<file path="src/rtl/icache_axi_refill.sv">
// icache_axi_refill
// Refill engine between the instruction cache and the AXI read channel.
// Takes one line-read request, issues a single INCR burst, gathers the
// returned beats into a line buffer and hands the full line back to the
// cache with a one-cycle valid pulse. Only one burst is ever in flight.
module icache_axi_refill #(
  parameter logic [3:0] ARID       = 4'd0,
  parameter int         DATA_WIDTH = 32,
  parameter int         BEATS      = 4
) (
  input  logic                          clk,
  input  logic                          reset,
  // ICache side
  input  logic                          icache_rd_req,
  input  logic [31:0]                   icache_rd_addr,
  output logic                          icache_rd_rdy,
  output logic                          icache_ret_valid,
  output logic [BEATS*DATA_WIDTH-1:0]   icache_ret_data,
  // AXI read address channel
  output logic [3:0]                    arid,
  output logic [31:0]                   araddr,
  output logic [7:0]                    arlen,
  output logic [2:0]                    arsize,
  output logic [1:0]                    arburst,
  output logic                          arvalid,
  input  logic                          arready,
  // AXI read data channel
  input  logic [3:0]                    rid,
  input  logic [DATA_WIDTH-1:0]         rdata,
  input  logic [1:0]                    rresp,
  input  logic                          rlast,
  input  logic                          rvalid,
  output logic                          rready
);

  localparam int LINE_W = BEATS * DATA_WIDTH;
  localparam int CNT_W  = (BEATS > 1) ? $clog2(BEATS) : 1;
  localparam int OFF_W  = $clog2(LINE_W / 8);
  localparam logic [CNT_W-1:0] LAST_IDX = CNT_W'(BEATS - 1);

  typedef enum logic [1:0] {
    S_IDLE  = 2'd0,
    S_AR    = 2'd1,
    S_RDATA = 2'd2,
    S_DONE  = 2'd3
  } state_e;

  state_e              state_q, state_d;
  logic [31:0]         araddr_q, araddr_d;
  logic [LINE_W-1:0]   line_q, line_d;
  logic [CNT_W-1:0]    cnt_q, cnt_d;
  logic                req_take_s;
  logic                beat_take_s;
  logic                unused_ok;

  // Response code and in-line offset carry no information for the refill.
  assign unused_ok = ^{rresp, icache_rd_addr[OFF_W-1:0]};

  // A request is taken only when idle; a beat only while collecting and
  // only when it carries our ID (foreign beats are drained but discarded).
  assign req_take_s  = (state_q == S_IDLE) && icache_rd_req;
  assign beat_take_s = (state_q == S_RDATA) && rvalid && (rid == ARID);

  // State register with asynchronous reset back to idle.
  always_ff @(posedge clk or posedge reset) begin
    if (reset) begin
      state_q <= S_IDLE;
    end else begin
      state_q <= state_d;
    end
  end

  // Next-state logic for the refill sequence.
  always_comb begin
    state_d = state_q;
    case (state_q)
      S_IDLE: begin
        if (icache_rd_req) begin
          state_d = S_AR;
        end else begin
          state_d = S_IDLE;
        end
      end
      S_AR: begin
        if (arready) begin
          state_d = S_RDATA;
        end else begin
          state_d = S_AR;
        end
      end
      S_RDATA: begin
        // Finish on rlast, or once the last word slot has been filled even
        // if the slave never flags rlast.
        if (beat_take_s && (rlast || (cnt_q == LAST_IDX))) begin
          state_d = S_DONE;
        end else begin
          state_d = S_RDATA;
        end
      end
      S_DONE: begin
        state_d = S_IDLE;
      end
      default: begin
        state_d = S_IDLE;
      end
    endcase
  end

  // Handshake outputs decoded from the state register only.
  always_comb begin
    icache_rd_rdy    = 1'b0;
    arvalid          = 1'b0;
    rready           = 1'b0;
    icache_ret_valid = 1'b0;
    case (state_q)
      S_IDLE:  icache_rd_rdy    = 1'b1;
      S_AR:    arvalid          = 1'b1;
      S_RDATA: rready           = 1'b1;
      S_DONE:  icache_ret_valid = 1'b1;
      default: icache_rd_rdy    = 1'b0;
    endcase
  end

  // Datapath: address latch, line assembly and saturating beat counter.
  always_comb begin
    araddr_d = araddr_q;
    line_d   = line_q;
    cnt_d    = cnt_q;
    if (req_take_s) begin
      araddr_d = {icache_rd_addr[31:OFF_W], {OFF_W{1'b0}}};
      line_d   = '0;
      cnt_d    = '0;
    end else if (beat_take_s) begin
      line_d[cnt_q*DATA_WIDTH +: DATA_WIDTH] = rdata;
      if (cnt_q != LAST_IDX) begin
        cnt_d = cnt_q + CNT_W'(1);
      end else begin
        cnt_d = cnt_q;
      end
    end else begin
      cnt_d = cnt_q;
    end
  end

  // Datapath registers; cleared on reset so an aborted burst leaves no trace.
  always_ff @(posedge clk or posedge reset) begin
    if (reset) begin
      araddr_q <= 32'd0;
      line_q   <= '0;
      cnt_q    <= '0;
    end else begin
      araddr_q <= araddr_d;
      line_q   <= line_d;
      cnt_q    <= cnt_d;
    end
  end

  assign icache_ret_data = line_q;
  assign araddr          = araddr_q;
  assign arid            = ARID;
  assign arlen           = 8'(BEATS - 1);
  assign arsize          = 3'($clog2(DATA_WIDTH / 8));
  assign arburst         = 2'b01;

endmodule

</file>
<file path="config.mk">
export PLATFORM = sky130hd
export DESIGN_NAME = icache_axi_refill
export DESIGN_NICKNAME = d
export VERILOG_FILES = /design/src/rtl/icache_axi_refill.sv
export SDC_FILE = /design/constraint.sdc
export NUM_CORES = 1
export LEC_CHECK = 0
export BUFFER_PORTS_ARGS = -buffer_cell sky130_fd_sc_hd__buf_2
export CORE_ASPECT_RATIO = 0.75
export CORE_MARGIN = 2
export CORE_UTILIZATION = 51
export DETAILED_ROUTE_END_ITERATION = 12
export PLACE_DENSITY = 0.78
export SYNTH_ARGS = -nofsm -noshare
export SYNTH_HDL_FRONTEND = slang
export SYNTH_SLANG_ARGS = --single-unit
</file>
<file path="constraint.sdc">
create_clock -name clk -period 6.8 [get_ports clk]
set_input_delay 2.04 -clock clk [delete_from_list [all_inputs] [get_ports clk]]
set_output_delay 2.04 -clock clk [all_outputs]
set_load 0.03 [all_outputs]
</file>
# ---- Word level (Yosys, flattened, before mapping)
# Index checks and enable logic that the tools add are counted.
dict set report totals {
  word_cells 37
  ff_bits 160
  in_bits 76
  out_inout_bits 181
}
dict set report classes {
  muxes 14
  n_reduce_logical 10
  n_eq_ne 5
  addsub 2
  shifts 2
}
# cell n
set op_table {}
lappend op_table {{two-way mux 128 bit} 2}
lappend op_table {{bitwise mux 128 bit} 1}
lappend op_table {{variable shift 32 x 34 -> 128 bit, first input constant} 1}
lappend op_table {{variable part select 32 x 34 -> 128 bit} 1}
lappend op_table {{negator 7 -> 34 bit} 1}
lappend op_table {{two-way mux 2 bit} 4}
lappend op_table {{one-hot mux 2 bit (4 select lines)} 1}
lappend op_table {{equality test 2 bit, second input constant} 3}
lappend op_table {{two-way mux 1 bit} 6}
lappend op_table {{logical AND 1 bit} 4}
lappend op_table {{logical NOT 4 bit} 1}
lappend op_table {{nonzero test 2 bit} 2}
lappend op_table {{adder 2 x 1 -> 2 bit, second input constant} 1}
lappend op_table {{equality test 2 x 1 -> 1 bit, second input constant} 1}
lappend op_table {{logical NOT 2 bit} 1}
lappend op_table {{inequality test 2 bit, second input constant} 1}
lappend op_table {{AND reduction 2 bit} 1}
lappend op_table {{logical OR 1 bit} 1}

# ---- Longest topological paths before layout
# Gate-level depths: netlist (run 1).
dict set report logic_depth {
  ltp_word 6
  depth_mapped 8
  ltp_nobuf 5
}

# ---- Worst setup path before layout (run 1)
# Ideal clock, no wire load.
dict set report synth_path {
  path_type {input to register}
  start {in rid[1]}
  end {reg line_q[100], in the netlist icache_ret_data[100]}
  cell_stages 4
  t_arrival_ns 3.082
  slack_ns 3.593
  n_path_buf 1
  setup_ns 0.125
  t_required_ns 6.675
  cell_sequence {nor3_2 -> a31o_4 -> buf_6 -> mux2_4}
}
dict set report synth_via {
  elab_chain_cells 3
}
# element line_no
set synth_lines {}
lappend synth_lines {{start, declared} 28} ;# input logic [3:0] rid,
lappend synth_lines {{logical NOT 4 bit} 62} ;# assign beat_take_s = (state_q == S_RDATA) && rvalid && (rid == ARID);
lappend synth_lines {{logical AND 1 bit} 62}
lappend synth_lines {{nonzero test 2 bit (no source line)} --}
lappend synth_lines {{end signal, assigned} 153} ;# line_q <= line_d;
lappend synth_lines {{end, declared} 50} ;# logic [LINE_W-1:0] line_q, line_d;
# Every way passes these cells.
# A chain may end at the register's enable or synchronous reset.

# ---- Final worst setup path (run 1)
dict set report layout_path {
  start {in icache_rd_req}
  end {reg line_q[117], in the netlist icache_ret_data[117]}
}
dict set report layout_via {
  elab_chain_cells 2
  word_cells_on_any_way 3
  classes_between {1 x mux; 2 x reduce/logical}
}
# element line_no
set layout_lines {}
lappend layout_lines {{start, declared} 14} ;# input logic icache_rd_req,
lappend layout_lines {{logical AND 1 bit (*)} 61} ;# assign req_take_s = (state_q == S_IDLE) && icache_rd_req;
lappend layout_lines {{two-way mux 128 bit or nonzero test 2 bit (tied branches)} --}
# Mark *: on every way between the ends. The rest lies on a longest branch, timed or not.

==> results.ini, run 1 <==
[run_status]
status = completed

[worst_setup_path]
path_cells = buf_2, or3b_4, buf_4, buf_4, and3_1, mux2_4
startpoint_type = primary input
r2r-start = cnt_q[0]
critPathKind = in -> reg
worstPathRequired_ns = 7.16
crit_path_max_fanout = 84
cpPeakStageDelay_ns = 0.73
r2r_cells = 7
r2r_slack_ns = 3.71
crit_slowest_cell = buf_4
worstPathArrival_ns = 4.50
crit_path_frequent_cell = buf_4
r2r-end = icache_ret_data[99]
end_kind = register

[timing]
tightestPinTransition_ns = 1.22
rsz0062_at_grt = false
skew_ns = 0.00840
finalSetupTns_ns = 0
fin_ws_ns = 2.66
hold_viol_final = 0
final.period_utilization_pct = 60.8
clock.fmax_ghz = 0.242
finalCriticalPeriod_ns = 4.14
hold_slack_ns = 0.478
max-slew-margin-rel_pct = 18.6
slew_viol_final = 0
setup_viol_count_final = 0

[global_routing]
grt_pass1_wl_mm = 32.2
grt_max_degree = 85
grt_overflow_total = 0
antenna_found_initial = 2
grt_pass1_vias = 5888
grt_usage_pct = 25.4

[finish]
multi_input_area_um2 = 3120
drive_above_1_share_pct = 32.8
fin_cells = 1166
fin_util_pct = 62.7
seq_area_um2 = 4000
fillers = 1282
fin_nets = 1027
fin_area_um2 = 9460
area_growth_pct = 21.8

[floorplan]
start_util_pct = 51.5
fp.dieW_um = 146
die_h_um = 111
core_area_um2 = 15100
dieArea_um2 = 16200
fp-row-count = 39
top_level_ports = 257

[place]
place_congestion = 0.817
place_area_um2 = 8860
hpwl_mm = 13.5
dp_cells = 1132
dpl_worst_slack_ns = 2.28
port_buffers = 229

[power_and_ir_drop]
power_leakage_nw = 5.50
power.density_nw_per_um2 = 305
total_power_mw = 2.88
vdd_drop_max_mv = 0.378

[worst_hold_path]
min_from = araddr[12]
whs_path_depth = 2
whs_endpoint = araddr[12]
worstHoldPathType = reg -> reg

[synth]
synth-compound-area-share_pct = 4.13
ys_seq_area_share_pct = 51.6
yosys_warnings = 0
avgSynthCellArea_um2 = 10.3
muxShareOfSynthArea_pct = 14.7
synth_xor_area_share_pct = 0
synth_top_family_by_area = simple AND/OR/NAND/NOR gates
syn_inst = 750
synth-simple-area-share_pct = 19.3
synth_area_um2 = 7760
synth-seq-cells = 160
synth_cell_types = 34
synthAdderAreaFrac_pct = 0.806

[detailed_routing]
drt.antenna.violating_nets = 0
vias = 6011
drc_errors = 0
wire_per_inst_um = 17.3
totalWireLength_mm = 20.2
drt_iter0_markers = 348
dr.pass1.iters = 4
via_per_inst = 5.16

[clock_network]
root_buffer = clkbuf_16
cts_buffers = 17
ctsResizeCount = 0
clk_latency_ns = 0.42
post_cts_buffers = 0
htree_levels = 4
cts.sinks = 160
cts_tree = built
cts-hold-fix-buffers = 0
clockBufferDepth = 2
cts.clk_slew.worst_paths_ns = 0.07

[flow_run]
maxCapViolCount = 0

[cell type report]
cell class / instances / share of cell area [%]
Clock inverter: 14 / 1.65
Clock buffer: 18 / 4.64
Inverter: 66 / 2.67
Antenna cell: 2 / 0.0529
Multi-Input combinational cell: 462 / 33.0
Tap cell: 205 / 2.71
Timing Repair Buffer: 239 / 12.9
Sequential cell: 160 / 42.3
[how the worst max path moves through the flow]
stage / start / to
floorplan: reset / async pin
global placement: icache_rd_req / icache_ret_data[108]
detailed placement: icache_rd_req / icache_ret_data[109]
CTS: icache_rd_req / icache_ret_data[108]
global route: icache_rd_req / icache_ret_data[85]
finish: icache_rd_req / icache_ret_data[117]
[routing by layer]
metal	share of wire [%]	GRT usage, %
met5	0	0
met4	1.5	8.09
met3	7.0	7.00
met2	45	37.6
met1	46	36.4
[cells by family after synthesis]
| group | count (synthesis) |
|---|---|
| simple gates | 301 |
| other cells | 2 |
| buf+inv | 147 |
| flops | 160 |
| mux | 99 |
| compound gates | 36 |
| fa+ha+maj | 5 |
[cells in the final DEF, fill, tap and decap left out, types with 5 or more instances in the layout]
master / count
and3_1: 32
buf_2: 229
buf_4: 10
clkbuf_16: 17
conb_1: 21
dfrtp_1: 160
ha_1: 5
inv_1: 65
mux2_4: 30
mux2i_1: 66
nand2_1: 151
nand3_1: 33
nand4_1: 33
nor2b_1: 35
o32ai_1: 31
[synthesized netlist by cell type (all sizes together)]
cell type	n	area [µm²]
dfrtp	160	4000
nand2	151	567
buf	68	425
inv	66	248
mux2i	66	661
nand3	35	185
nor2b	35	219
mux2	33	484
nand4	33	206
and3	32	200
o32ai	31	272
clkbuf	13	48.8
ha	5	62.6
nor2	3	11.3
nor3	3	20.0
a31o	2	26.3
and2	2	12.5
and4bb	2	28.8
conb	2	7.51
nor3b	2	25.0
a21oi	1	5.00
nand4bb	1	11.3
o21bai	1	7.51
o32a	1	10.0
or3	1	6.26
or3b	1	8.76
[sequential cells by signal, indices dropped and copies added, names as in the netlist, named ones only]
signal,flops
araddr,28
cnt_q,2
icache_ret_data,128
state_q,1
[report_power, final]
part / switching (mW) / internal [mW] / total (mW) / leakage, nW
registers: 0.0672 / 1.05 / 1.11 / 2.19
clock network: 0.405 / 0.555 / 0.960 / 0.280
logic: 0.589 / 0.221 / 0.811 / 3.03
total: 1.06 / 1.82 / 2.88 / 5.50
[worst max-delay path: cells and delay by family]
kind                   cells  cell delay (ns)
multiplexers               1             0.14
buffers and inverters      3             1.52
AND/OR/NAND/NOR            2             0.71
(Power assumes the default switching activity.)
==> run 2, diff against run 1 <==
Clock period 6.8 ns to 4 ns, I/O delays scaled along.
==> run 2 against run 1 <==
Effect of this change: highest routed layer unchanged; cell count barely moved; critical endpoint is now icache_ret_data[46]; critical path type unchanged; sequential share of layout area is 0.44 points lower; global-route usage about the same; largest power group unchanged; first-iteration DRC count grew 2.9%; clock-buffer cell count up 1.
==> results.ini, run 2 (synthesized netlist as in run 1, its figures left out) <==
[run_status]
status = completed

[timing]
final.period_utilization_pct = 69.7
setup_viol_count_final = 0
tightestPinTransition_ns = 0.745
clock.fmax_ghz = 0.359
slew_viol_final = 0
skew_ns = 0.0109
max-slew-margin-rel_pct = 50.3
rsz0062_at_grt = false
hold_viol_final = 0
finalSetupTns_ns = 0
finalCriticalPeriod_ns = 2.79

[worst_setup_path]
critPathKind = in -> reg
worstPathRequired_ns = 4.31
startpoint_type = primary input
path_depth = 5
cp-startpoint = icache_rd_req
path_cells = buf_2, or3b_4, nand3_1, buf_4, o32ai_1
cp.buffers_inverters = 2
r2r-start = cnt_q[0]
cpPeakStageDelay_ns = 0.56
r2r_cells = 6
cp_top_family = simple AND/OR/NAND/NOR gates
r2r-end = icache_ret_data[46]
crit_slowest_cell = or3b_4
crit_path_max_fanout = 43
end_kind = register
worstPathArrival_ns = 3.10
r2r_slack_ns = 1.30
endpoint = icache_ret_data[46]

[detailed_routing]
via_per_inst = 5.22
drc_errors = 0
drt.antenna.violating_nets = 0
wire_per_inst_um = 17.5
totalWireLength_mm = 20.4
dr.pass1.iters = 5
vias = 6089
drt_iter0_markers = 358

[finish]
largest_reg_flops = 128
final_common_cell = buf_2
seq_area_um2 = 4000
fin_nets = 1031
multi_input_area_um2 = 3120
area_growth_pct = 23.1
drive_above_1_share_pct = 32.9
fillers = 1212
mostFrequentLayoutCells = buf_2, dfrtp_1, nand2_1, mux2i_1, inv_1

[clock_network]
cts_tree = built
cts.clk_slew.worst_paths_ns = 0.06
post_cts_buffers = 0
ctsResizeCount = 0
root_buffer = clkbuf_16
clockBufferDepth = 2
cts_buffers = 17
clk_latency_ns = 0.42
cts.sinks = 160
cts-hold-fix-buffers = 0
htree_levels = 4

[global_routing]
grt_pass1_vias = 5827
grt_overflow_total = 0
grt_usage_pct = 25.3
antenna_found_initial = 0
grt_pass1_wl_mm = 32.3
grt_max_degree = 92

[floorplan]
fp.dieW_um = 146
dieArea_um2 = 16200
top_level_ports = 257
core_area_um2 = 15100
fp-row-count = 39
die_h_um = 111
start_util_pct = 51.5

[place]
port_buffers = 229
place_congestion = 0.827
hpwl_mm = 13.7

[power_and_ir_drop]
total_power_mw = 5.05
vdd_drop_max_mv = 0.599
power_leakage_nw = 5.56
power.density_nw_per_um2 = 528

[worst_hold_path]
worstHoldPathType = reg -> reg

[flow_run]
maxCapViolCount = 0

-- run 2: metrics by stage --
| stage | hold slack, ns | cell area (µm²) | utilization, % | worst slack (ns) | instances |
|---|---|---|---|---|---|
| after detailed placement | 0.459 | 8920 | 59.2 | 0.763 | 1136 |
| after CTS | 0.481 | 9560 | 63.4 | 1.22 | 1166 |
| after global routing | 0.496 | 9560 | 63.4 | 1.06 | 1166 |
| final | 0.472 | 9560 | 63.4 | 1.21 | 1167 |
| after floorplan | 0.563 | 7840 | - | 0.771 | 769 |
| after global placement | 0.456 | 8920 | 59.2 | 0.850 | 1136 |
-- run 2: layout make-up --
cell class | count | area share [%]
Clock inverter | 11 | 1.98
Sequential cell | 160 | 41.9
Antenna cell | 1 | 0.0262
Tap cell | 205 | 2.68
Multi-Input combinational cell | 462 | 32.7
Clock buffer | 19 | 4.63
Inverter | 66 | 2.63
Timing Repair Buffer | 243 | 13.5
-- run 2: how the worst min path moves through the flow --
stage               start    endpoint  slack (ns)  cells past startpoint
2_1_floorplan    cnt_q[0]    cnt_q[0]        0.56                      1
4_1_cts         araddr[6]   araddr[6]        0.48                      2
5_1_grt         araddr[7]   araddr[7]        0.50                      2
6_report       araddr[16]  araddr[16]        0.47                      2
3_3_place_gp   araddr[10]  araddr[10]        0.46                      2
3_5_place_dp    araddr[6]   araddr[6]        0.46                      2
-- run 2: power breakdown --
group / internal [mW] / leakage, nW / switching (mW)
Combinational: 0.391 / 3.06 / 1.01
Sequential: 1.78 / 2.19 / 0.119
Clock: 1.11 / 0.305 / 0.642
Total: 3.28 / 5.56 / 1.77
-- run 2: metal layers --
layer	vias up	routed length (µm)	GRT usage [%]	part of all wire, %
met1	2994	9380	36.6	46
met4	0	232	6.28	1.1
met3	18	1630	7.20	8.0
met5	-	0	0	0
li1	2859	-	-	-
met2	218	9170	38.1	45
-- run 2: worst min-delay path, stage by stage, from the launching register on --
cell     delay (ns)
dfrtp_1        0.34
nand2_1        0.05
nand2_1        0.05
==> run 3, diff against run 2 <==
Settings changed: CORE_UTILIZATION 51 to 46, PLACE_DENSITY 0.78 to 0.74.
Clock period 4 ns to 2.24 ns, I/O delays scaled along.
==> run 3 against run 2 <==
Effect of this change: combinational power increased by 93%; flip-flop and latch count unchanged; global-route usage decreased by 1.5 points; via count increased by 1.3%; critical path depth unchanged.
==> results.ini, run 3 (synthesized netlist as in run 1, its figures left out) <==
[place]
dp_cells = 1163
hpwl_mm = 14.6
port_buffers = 229
place_congestion = 0.793

[finish]
mostFrequentLayoutCells = buf_2, dfrtp_1, nand2_1, mux2i_1, inv_1
fillers = 1445
drive_above_1_share_pct = 34.3
fin_cells = 1195
final_common_cell = buf_2
area_growth_pct = 25.5
fin_nets = 1048
num_antenna_cells = 0
largest_reg_flops = 128

[detailed_routing]
drt.antenna.violating_nets = 0
wire_per_inst_um = 17.8
drt_iter0_markers = 324
totalWireLength_mm = 21.2
drc_errors = 0
vias = 6170
dr.pass1.iters = 5
via_per_inst = 5.16

[timing]
final.period_utilization_pct = 92.9
skew_ns = 0.0116
finalSetupTns_ns = 0
setup_viol_count_final = 0
tightestPinTransition_ns = 0.697
clock.fmax_ghz = 0.480
rsz0062_at_grt = false
hold_viol_final = 0
finalCriticalPeriod_ns = 2.08
hold_slack_ns = 0.231
slew_viol_final = 0
max-slew-margin-rel_pct = 53.5

[global_routing]
grt_pass1_vias = 5847
grt_overflow_total = 0
grt_pass1_wl_mm = 32.6
grt_usage_pct = 23.8
grt_max_degree = 67
antenna_found_initial = 0

[clock_network]
root_buffer = clkbuf_16
cts_tree = built
cts.sinks = 160
clockBufferDepth = 2
htree_levels = 4
cts_buffers = 17
cts-hold-fix-buffers = 0
clk_latency_ns = 0.43
cts.clk_slew.worst_paths_ns = 0.07

[power_and_ir_drop]
power.density_nw_per_um2 = 926
total_power_mw = 9.02
power_leakage_nw = 5.66
vdd_drop_max_mv = 0.891

[worst_setup_path]
crit_path_max_fanout = 32
worstPathArrival_ns = 2.45
worstPathRequired_ns = 2.61
startpoint_type = register
end_kind = register
critPathKind = reg -> reg

[floorplan]
fp-row-count = 41
top_level_ports = 257
fp.dieW_um = 154
start_util_pct = 46.6
dieArea_um2 = 17900
die_h_um = 117
core_area_um2 = 16700

[flow_run]
maxCapViolCount = 0

[worst_hold_path]
worstHoldPathType = in -> async

[run_status]
status = completed

[run 3: changes by cell type in the layout (fill, tap and decap cells not counted)]
cell        change
clkinv_4        +3
buf_4          +10
clkinvlp_4      -1
clkbuf_1        -1
bufinv_16       -3
inv_8           +2
inv_6           +2
buf_6           +1
diode_2         -1
buf_12          +6
[run 3: worst paths after layout]
path                                    start                   end  slack, ns  depth (start not counted)
min reg2reg                        araddr[28]            araddr[28]       0.47                          2
max reg2reg                          cnt_q[0]  icache_ret_data[110]       0.16                          5
min in group clk           icache_rd_addr[22]            araddr[22]       0.43                          3
max                                  cnt_q[0]  icache_ret_data[110]       0.16                          5
max in group asynchronous               reset              cnt_q[0]       1.40                          3
min                                     reset   icache_ret_data[65]       0.23                          2
[run 3: where the power goes]
group	total [mW]	internal, mW	switching [mW]	leakage, nW
Sequential	3.36	3.18	0.182	2.19
Clock	2.96	1.69	1.26	0.294
Combinational	2.70	0.833	1.87	3.17
[run 3: cell type report]
class	count	area, µm²	area share, %
sequential	160	4000	41.1
multi-input combinational	462	3120	32.1
timing repair buffer	260	1500	15.4
clock buffer	18	439	4.51
tap	215	269	2.76
inverter	66	251	2.58
clock inverter	14	158	1.62
[run 3: repair_timing]
item | 4_1_cts | 5_1_grt
setup buffers | 0 | 0
resized for setup | 0 | 1
setup endpoints to repair | 0 | 13
[run 3: stage by stage]
step	utilization (%)	instance area [µm²]	worst slack [ns]
detailed placement	54.8	9140	-0.164
global route	58.4	9740	0.0713
CTS	58.4	9740	0.106
finish	58.4	9740	0.158
floorplan	-	7840	-0.461
global placement	54.8	9140	-0.0981
[run 3: worst max-delay path, cell delays in order, from the launching register on]
cell and delay [ns]:
dfrtp_1 0.41, inv_1 0.12, ha_1 0.32, and4bb_2 0.77, and3_1 0.26, mux2_4 0.15
[run 3: per-layer routing]
layer  GRT usage, %  share of wire (%)  vias up
li1               -                  -     2905
met1           33.3                 46     3024
met2           36.7                 46      224
met3           6.79                7.1       17
met4           6.67               0.88        0
met5              0                  0        -
